[src/rtl/pwm_pkg.sv]
// Shared definitions for the PWM/burst channel array: register map, channel
// state encoding and the staged-register values loaded at reset.
package pwm_pkg;

    localparam logic [1:0] REG_PERIOD = 2'd0;
    localparam logic [1:0] REG_HIGH   = 2'd1;
    localparam logic [1:0] REG_PHASE  = 2'd2;
    localparam logic [1:0] REG_COUNT  = 2'd3;

    typedef enum logic [1:0] {
        ST_IDLE  = 2'd0,
        ST_DELAY = 2'd1,
        ST_RUN   = 2'd2
    } pwm_state_e;

    localparam int unsigned DEF_PERIOD = 2;
    localparam int unsigned DEF_HIGH   = 1;
    localparam int unsigned DEF_PHASE  = 0;
    localparam int unsigned DEF_COUNT  = 1;

    // Shortest period that still gives one low and one high cycle.
    localparam int unsigned MIN_PERIOD = 2;

endpackage

[src/rtl/pwm_burst_ch.sv]
// One PWM/burst channel: staged and active configuration, IDLE/DELAY/RUN
// sequencer, shared phase/period counter and saturating pulse counter.
module pwm_burst_ch
    import pwm_pkg::*;
#(
    parameter int CNT_W = 17,
    parameter int NUM_W = 8
) (
    input  logic             sys_clk,
    input  logic             sys_rst,
    input  logic             cfg_we,
    input  logic [1:0]       cfg_addr,
    input  logic [CNT_W-1:0] cfg_wdata,
    input  logic             start,
    input  logic             stop,
    output logic             pwm_out,
    output logic             pwm_busy,
    output logic             pwm_done
);

    typedef struct packed {
        logic [CNT_W-1:0] period;
        logic [CNT_W-1:0] high;
        logic [CNT_W-1:0] phase;
        logic [NUM_W-1:0] count;
    } cfg_t;

    localparam cfg_t CFG_DEFAULT = '{
        period: CNT_W'(DEF_PERIOD),
        high:   CNT_W'(DEF_HIGH),
        phase:  CNT_W'(DEF_PHASE),
        count:  NUM_W'(DEF_COUNT)
    };

    cfg_t             stg_q,   stg_d;
    cfg_t             act_q,   act_d;
    pwm_state_e       state_q, state_d;
    logic [CNT_W-1:0] cnt_q,   cnt_d;
    logic [NUM_W-1:0] pulse_q, pulse_d;
    logic             out_q,   out_d;
    logic             done_q,  done_d;

    always_comb begin
        // NOTE: every _d starts from its _q (or a safe constant) so no branch can infer a latch.
        stg_d   = stg_q;
        act_d   = act_q;
        state_d = state_q;
        cnt_d   = cnt_q;
        pulse_d = pulse_q;
        done_d  = 1'b0;

        if (cfg_we) begin
            case (cfg_addr)
                REG_PERIOD: stg_d.period = (cfg_wdata < CNT_W'(MIN_PERIOD)) ? CNT_W'(MIN_PERIOD) : cfg_wdata;
                REG_HIGH:   stg_d.high   = cfg_wdata;
                REG_PHASE:  stg_d.phase  = cfg_wdata;
                default:    stg_d.count  = cfg_wdata[NUM_W-1:0];
            endcase
        end

        // Loads read stg_q, so a write in the same cycle is only seen by later loads.
        case (state_q)
            ST_IDLE: begin
                if (start && !stop) begin
                    act_d   = stg_q;
                    cnt_d   = '0;
                    pulse_d = '0;
                    state_d = (stg_q.phase != '0) ? ST_DELAY : ST_RUN;
                end
            end
            ST_DELAY: begin
                if (stop) begin
                    state_d = ST_IDLE;
                    cnt_d   = '0;
                end else if (cnt_q == act_q.phase - CNT_W'(1)) begin
                    state_d = ST_RUN;
                    cnt_d   = '0;
                end else begin
                    cnt_d = cnt_q + CNT_W'(1);
                end
            end
            ST_RUN: begin
                if (stop) begin
                    state_d = ST_IDLE;
                    cnt_d   = '0;
                end else if (cnt_q == act_q.period - CNT_W'(1)) begin
                    cnt_d = '0;
                    act_d = stg_q;
                    if (pulse_q != '1) begin
                        pulse_d = pulse_q + NUM_W'(1);
                    end
                    // >= rather than == so a smaller COUNT reloaded mid-burst still terminates.
                    if (act_q.count != '0 && pulse_d >= act_q.count) begin
                        state_d = ST_IDLE;
                        done_d  = 1'b1;
                    end
                end else begin
                    cnt_d = cnt_q + CNT_W'(1);
                end
            end
            default: state_d = ST_IDLE;
        endcase

        // Output is decided from next-cycle state so pwm_out stays a plain flop.
        out_d = (state_d == ST_RUN) && (cnt_d < act_d.high);
    end

    always_ff @(posedge sys_clk or posedge sys_rst) begin
        if (sys_rst) begin
            // NOTE: the staged set is reset too, so a start straight out of reset runs the defaults.
            stg_q   <= CFG_DEFAULT;
            act_q   <= CFG_DEFAULT;
            state_q <= ST_IDLE;
            cnt_q   <= '0;
            pulse_q <= '0;
            out_q   <= 1'b0;
            done_q  <= 1'b0;
        end else begin
            // NOTE: non-blocking assignments so every flop samples the pre-edge values.
            stg_q   <= stg_d;
            act_q   <= act_d;
            state_q <= state_d;
            cnt_q   <= cnt_d;
            pulse_q <= pulse_d;
            out_q   <= out_d;
            done_q  <= done_d;
        end
    end

    assign pwm_out  = out_q;
    assign pwm_busy = (state_q != ST_IDLE);
    assign pwm_done = done_q;

endmodule

[src/rtl/pwm_burst_array.sv]
// Array of independent PWM/burst channels; decodes the shared config bus into
// per-channel write enables. Outputs come straight from the channel flops.
module pwm_burst_array #(
    parameter int NUM_CH = 6,
    parameter int CNT_W  = 17,
    parameter int NUM_W  = 8,
    localparam int CH_W  = (NUM_CH > 1) ? $clog2(NUM_CH) : 1
) (
    input  logic              sys_clk,
    input  logic              sys_rst,
    input  logic              cfg_we,
    input  logic [CH_W-1:0]   cfg_ch,
    input  logic [1:0]        cfg_addr,
    input  logic [CNT_W-1:0]  cfg_wdata,
    input  logic [NUM_CH-1:0] start,
    input  logic [NUM_CH-1:0] stop,
    output logic [NUM_CH-1:0] pwm_out,
    output logic [NUM_CH-1:0] pwm_busy,
    output logic [NUM_CH-1:0] pwm_done
);

    logic [NUM_CH-1:0] ch_we;

    for (genvar i = 0; i < NUM_CH; i++) begin : g_ch
        // Indices at or above NUM_CH match no channel, so such writes are dropped.
        assign ch_we[i] = cfg_we && (cfg_ch == CH_W'(i));

        pwm_burst_ch #(
            .CNT_W (CNT_W),
            .NUM_W (NUM_W)
        ) u_ch (
            .sys_clk   (sys_clk),
            .sys_rst   (sys_rst),
            .cfg_we    (ch_we[i]),
            .cfg_addr  (cfg_addr),
            .cfg_wdata (cfg_wdata),
            .start     (start[i]),
            .stop      (stop[i]),
            .pwm_out   (pwm_out[i]),
            .pwm_busy  (pwm_busy[i]),
            .pwm_done  (pwm_done[i])
        );
    end

endmodule
[config.mk]
export PLATFORM = sky130hd
export DESIGN_NAME = pwm_burst_array
export DESIGN_NICKNAME = d
export VERILOG_FILES = /design/src/rtl/pwm_pkg.sv /design/src/rtl/pwm_burst_ch.sv /design/src/rtl/pwm_burst_array.sv
export SDC_FILE = /design/constraint.sdc
export NUM_CORES = 2
export LEC_CHECK = 0
export CAP_MARGIN = 25
export CORE_MARGIN = 4
export CORE_UTILIZATION = 55
export CTS_CLUSTER_DIAMETER = 150
export DETAILED_ROUTE_END_ITERATION = 7
export PLACE_DENSITY = 0.71
export SETUP_SLACK_MARGIN = 0.1
export SYNTH_ARGS = -nofsm -noshare
export SYNTH_HDL_FRONTEND = slang
export SYNTH_SLANG_ARGS = --single-unit
export TNS_END_PERCENT = 30
[constraint.sdc]
create_clock -name sys_clk -period 75.2 [get_ports sys_clk]
set_input_delay 11.28 -clock sys_clk [delete_from_list [all_inputs] [get_ports sys_clk]]
set_output_delay 11.28 -clock sys_clk [all_outputs]
set_load 0.03 [all_outputs]
Word level (Yosys, flattened, before mapping)
Cells that the tools add are included.
{"block": "word_totals", "ff_bits": 882, "latch_bits": 0, "ramBits": 0, "romBits": 0, "input_bits": 37, "output_inout_bits": 18, "memories": 0}
{"block": "op_classes", "addsub": 24, "n_mul": 0, "div": 0, "magnitude_cmp": 13, "eq_ne": 61, "n_shift": 0, "muxes": 181, "bitwise": 1, "reduce_logical": 93}
{"cell": "59-bit 2-to-1 mux", "n": 18}
{"cell": "59-bit one-hot mux with 2 select lines", "n": 6}
{"cell": "17-bit 2-to-1 mux", "n": 31}
{"cell": "8-bit 2-to-1 mux", "n": 42}
{"cell": "17-bit one-hot mux with 3 select lines", "n": 6}
{"cell": "17-bit equality test", "n": 12}
{"cell": "17-bit by 1-bit subtractor with 17-bit output (second input constant)", "n": 12}
{"cell": "17-bit by 1-bit adder with 17-bit output (second input constant)", "n": 6}
{"cell": "17-bit < comparator", "n": 6}
{"cell": "17-bit nonzero test", "n": 6}
{"cell": "8-bit one-hot mux with 2 select lines", "n": 6}
{"cell": "2-bit 2-to-1 mux", "n": 42}
{"cell": "8-bit by 1-bit adder with 8-bit output (second input constant)", "n": 6}
{"cell": "8-bit greater-or-equal comparator", "n": 6}
{"cell": "8-bit != test (second input constant)", "n": 6}
{"cell": "2-bit AND reduction", "n": 24}
{"cell": "8-bit nonzero test", "n": 6}
{"cell": "2-bit one-hot mux with 3 select lines", "n": 6}
{"cell": "2-bit equality test (second input constant)", "n": 13}
{"cell": "1-bit logical AND", "n": 24}
{"cell": "1-bit 2-to-1 mux", "n": 24}
{"cell": "2-bit by 1-bit != test with 1-bit output (second input constant)", "n": 12}
{"cell": "4-bit AND reduction", "n": 6}
{"cell": "2-bit nonzero test", "n": 12}
{"cell": "11 further kinds", "n": 35}

Longest topological paths before layout
{"block": "logic_depth", "depth_word": 13, "ltp_mapped": 23, "depth_no_buf": 21}

Modules after synthesis
A second synthesis with hierarchy kept.
{"block": "hier_totals", "hier_cells": 4554, "hier_area_um2": 49147.1}
{"module": "pwm_burst_ch at g_ch[0].u_ch ...", "n_inst": 3, "cells_per_inst": 781, "area_each_um2": 8343.0, "seq_area_each_um2": 3686.0}
{"module": "pwm_burst_ch at g_ch[4].u_ch", "n_inst": 1, "cells_per_inst": 739, "area_each_um2": 8026.4, "seq_area_each_um2": 3686.0}
{"module": "pwm_burst_ch at g_ch[5].u_ch", "n_inst": 1, "cells_per_inst": 727, "area_each_um2": 8017.7, "seq_area_each_um2": 3686.0}
{"module": "pwm_burst_ch at g_ch[3].u_ch", "n_inst": 1, "cells_per_inst": 739, "area_each_um2": 7998.9, "seq_area_each_um2": 3686.0}
{"module": "pwm_burst_array", "n_inst": 1, "cells_per_inst": 6, "area_each_um2": 75.1, "seq_area_each_um2": 0.0}

Worst setup path after synthesis
Ideal clock, no wire load.
{"block": "synth_timing", "path_kind": "input-to-reg", "start": "input port stop[4]", "end": "register g_ch[4].u_ch.out_q", "setup_time_ns": 0.094, "arrival_ns": 14.085, "required_ns": 75.106, "path_slack_ns": 61.021, "cell_stages": 17, "path_buffers": 3, "path_cell_list": "clkbuf_1 > or4_1 > buf_2 > and2_1 > buf_2 > nor3b_1 > a21o_1 > ha_1 > a21o_1 > a21o_1 > a21o_1 > a21o_1 > a21oi_1 > o211ai_1 > a21oi_1 > o21ai_0 > a211oi_1"}
{"block": "synth_between", "elab_chain_len": 6}
{"element": "start, declared", "line_no": "pwm_burst_array.sv:16", "text": "input logic [NUM_CH-1:0] stop,"}
{"element": "1-bit logical NOT", "line_no": "pwm_burst_ch.sv:64", "text": "if (start && !stop) begin"}
{"element": "1-bit logical AND", "line_no": "pwm_burst_ch.sv:64"}
{"element": "17-bit 2-to-1 mux", "line_no": "pwm_burst_ch.sv:64"}
{"element": "17-bit one-hot mux with 3 select lines (*)", "line_no": "pwm_burst_ch.sv:62", "text": "case (state_q)"}
{"element": "via g_ch[4].u_ch.cnt_d[10]", "line_no": "pwm_burst_ch.sv:38", "text": "logic [CNT_W-1:0] cnt_q, cnt_d;"}
{"element": "17-bit < comparator (*)", "line_no": "pwm_burst_ch.sv:105", "text": "out_d = (state_d == ST_RUN) && (cnt_d < act_d.high);"}
{"element": "1-bit logical AND (*)", "line_no": "pwm_burst_ch.sv:105"}
{"element": "via g_ch[4].u_ch.out_d", "line_no": "pwm_burst_ch.sv:40", "text": "logic out_q, out_d;"}
{"element": "end signal, assigned", "line_no": "pwm_burst_ch.sv:125", "text": "out_q <= out_d;"}
{"element": "end, declared", "line_no": "pwm_burst_ch.sv:40"}
Mark *: on every way through the listed nets, which the timed path passes. The rest lies on a longest branch. The select of a mux whose other input is x is not followed.
A chain may end at the register's enable or synchronous reset.

==> impl_results.md <==
- Status: complete, no violations
- Worst Reg-to-Reg Cells: 20
- Post-synth top flop: dfrtp_1
- Total track usage: 0.2511
- Peak VDD IR: 0.00002056 V
- Final worst path period share: 0.1959
- Syn_area_per_cell: 10.72 um2
- Die Wd: 301.9 um
- Worst slew margin: 0.2921
- Standard-cell rows: 107
- GP Congestion: 0.8905
- Pin count of the biggest net entering global routing: 181
- Count of final hold-check violations: 0
- Worst-Margin Slew: 1.052 ns
- Clock slew at reported path FFs: 0.06 ns
- ANT nets after route: 0
- Worst Path Buf+Inv: 2
- Yosys top cell area share: 0.4456
- Core area: 85410 um2
- Sequential element share of the synthesized area: 0.4655
- Post-CTS sizing: 0
- Synth Register Bits: 882
- Htree depth: 3
- FILL cells: 6855
- Setup WS pre-CTS: 59.80 ns
- Placed insts: 5416
- Top Ports: 55
- Clock buffer depth: 3
- Layout area overhead: 10.04%
- Sink Count: 882
- P per Cell Area: 30.73 nW/um2
- Layout net count: 4577
- CTS buffer count: 94
- Fin cells: 5601
- Most Frequent Cell on Critical Path: a21o_1
- Hold buffers post-CTS: 0
- DR DRC count: 0
- Crit path capture: g_ch[0].u_ch.pwm_out
- RR Endpoint: g_ch[1].u_ch.pwm_out
- Slowest-stage cell, CP: o21a_4
- Fin Setup TNS: 0 ns
- Area of the mapped netlist: 47510 um2
- Yosys top cell by area: dfrtp_1
- DR pass1 iterations: 8
- Kind of end point of the critical path: register
- Setup bufs post-CTS: 0
- Wirelength per Cell: 20.32 um
- Worst R2R Start: g_ch[1].u_ch.act_q[46]
- DPL Wire Length: 74.06 mm
- Synth unique cells: 95
- Setup violations, final: 0
- Die Span Y: 301.9 um
- Initial DRC count: 2606
- Critical Path AT: 15.31 ns
- WL final: 113.8 mm
- First-pass GRT wire length: 183.3 mm
- Vias in the first global route: 32640
- Share of cells above drive strength 1: 0.1972
- Post-synth EDFFs: 0
- Leakage power: 24.29 nW
- Initial core utilization: 0.5563
- CP Launch Point: stop[0]
- Worst path max stage delay: 0.82 ns
- Synth Net Count: 4637
- Root buffer cell: clkbuf_16
- Vias/cell: 5.977
- Clock Latency Late Sink: 0.67 ns
- Worst Hold Class: register to register
- Critical Path Stages: 16
- TritonCTS clock tree: done
- Fraction of registers with async set/reset: 1.000
- Unrepaired setup endpoints after global routing: no
- Max-cap viol count: 0
- Min Tclk post-route: 14.73 ns
- Initial antenna violation count: 8
- Die area: 91150 um2
- Clock skew: 0.03153 ns
- CP Max Fanout: 76
- Top Family by Delay on Critical Path: compound AO/OA/AOI/OAI gates
- Post-Syn Instances: 4432
- Design Area, Final: 52280 um2
- Worst Setup Start Kind: primary input
- # port buffers: 54
- GRT overflow: 0
- Vias: 33480
- Worst setup path class: primary input to register
- Worst hold slack: 0.4810 ns
- Crit-path cells: clkdlybuf4s50_1, nor2_1, nand2_1, o21a_4, mux2_2, inv_1, ha_1, a21o_1, a21o_1, a21o_1, a21o_1, a21o_1, a21o_1, a311oi_1, o21ai_0, a211oi_1
- Synth top area cells: dfrtp_1, mux2_2, ha_1
- Minimum setup slack among reg-to-reg paths: 69.14 ns
- Area post-placement: 48730 um2
- FMAX: 67.87 MHz
- Final-report max-slew violation count: 0
- Final setup margin: 60.47 ns
- Yosys warns: 0
- Worst hold start: g_ch[5].u_ch.stg_q[53]
- CP required: 75.77 ns
[cell usage after synthesis (all sizes together), types with 72 or more instances]
| library cell | n |
|---|---|
| nand2 | 273 |
| o21ai | 214 |
| clkbuf | 171 |
| mux2i | 88 |
| xnor2 | 176 |
| xor2 | 96 |
| nor2 | 187 |
| mux2 | 598 |
| dfrtp | 846 |
| nor4 | 89 |
| a21oi | 119 |
| inv | 237 |
| buf | 88 |
| nand3 | 110 |
| nor3 | 99 |
| ha | 168 |
| and3 | 72 |
| a21o | 91 |
[cells by family (layout without fill, tap and decap cells)]
family	count (synthesis)	in the layout	share of synthesized area
adders and majority gates	169	169	0.04445
DFF	882	882	0.4655
and+or+nand+nor	1205	1205	0.1364
buffers and inverters	497	518	0.04306
xor gates and xnor gates	272	272	0.05014
muxes	686	686	0.1603
other	0	4	0
AOI/OAI and AO/OA	721	721	0.1002
[metal layers]
layer | up-vias | global-route usage | share of wire
met5 | - | 0 | 0.000070
met4 | 2 | 0.07584 | 0.029
met3 | 207 | 0.03689 | 0.053
met2 | 775 | 0.4118 | 0.47
met1 | 16710 | 0.3487 | 0.45
li1 | 15780 | - | -
[power breakdown]
group | leakage, nW | switching (W) | internal (W) | total (W)
registers | 11.4 | 0.000101 | 0.000580 | 0.000681
clock network | 1.69 | 0.000198 | 0.000309 | 0.000508
logic | 11.2 | 0.000216 | 0.000203 | 0.000418
[worst min path at each step]
| stage | endpoint | slack, ns | cells after the start |
|---|---|---|---|
| floorplan | g_ch[1].u_ch.act_q[46] | 0.44 | 2 |
| global placement | g_ch[4].u_ch.act_q[56] | 0.45 | 2 |
| detailed placement | g_ch[1].u_ch.act_q[46] | 0.47 | 2 |
| CTS | g_ch[1].u_ch.act_q[46] | 0.48 | 2 |
| global route | g_ch[5].u_ch.act_q[57] | 0.50 | 1 |
| finish | g_ch[5].u_ch.act_q[53] | 0.48 | 1 |
[final cells by class]
type / count / area (um2) / share of cell area
multi-input combinational: 3053 / 23410 / 0.4478
inverter: 238 / 900.9 / 0.01723
sequential: 882 / 22120 / 0.4230
clock buffer: 140 / 2819 / 0.05392
timing repair buffer: 103 / 964.7 / 0.01845
clock inverter: 37 / 626.9 / 0.01199
tap: 1144 / 1431 / 0.02738
antenna: 4 / 10.01 / 0.0001915
[state kept, by name, summed over array words and instances (netlist names)]
signal              cells
g_ch.u_ch.state_q      12
g_ch.u_ch.stg_q       354
g_ch.u_ch.pwm_done      6
g_ch.u_ch.act_q       354
g_ch.u_ch.pulse_q      48
g_ch.u_ch.cnt_q       102
g_ch.u_ch.pwm_out       6
[through the flow]
stage          power (W)  utilization
4_1_cts         0.001616       0.6108
3_5_place_dp    0.001101       0.5705
6_report        0.001607       0.6121
3_3_place_gp    0.001086       0.5702
2_1_floorplan  0.0009989            -
5_1_grt         0.001703       0.6120
[cell usage in the layout (no fill, tap or decap), types with 97 or more instances in the layout]
cell,netlist,layout
a21oi_1,119,119
clkbuf_16,0,97
dfrtp_1,846,846
ha_1,168,168
inv_1,237,236
mux2_2,572,572
nand2_1,273,273
nand3_1,110,110
nor2_1,187,187
nor3_1,98,98
o21ai_0,203,203
xnor2_1,176,176
(Power assumes the default switching activity.)
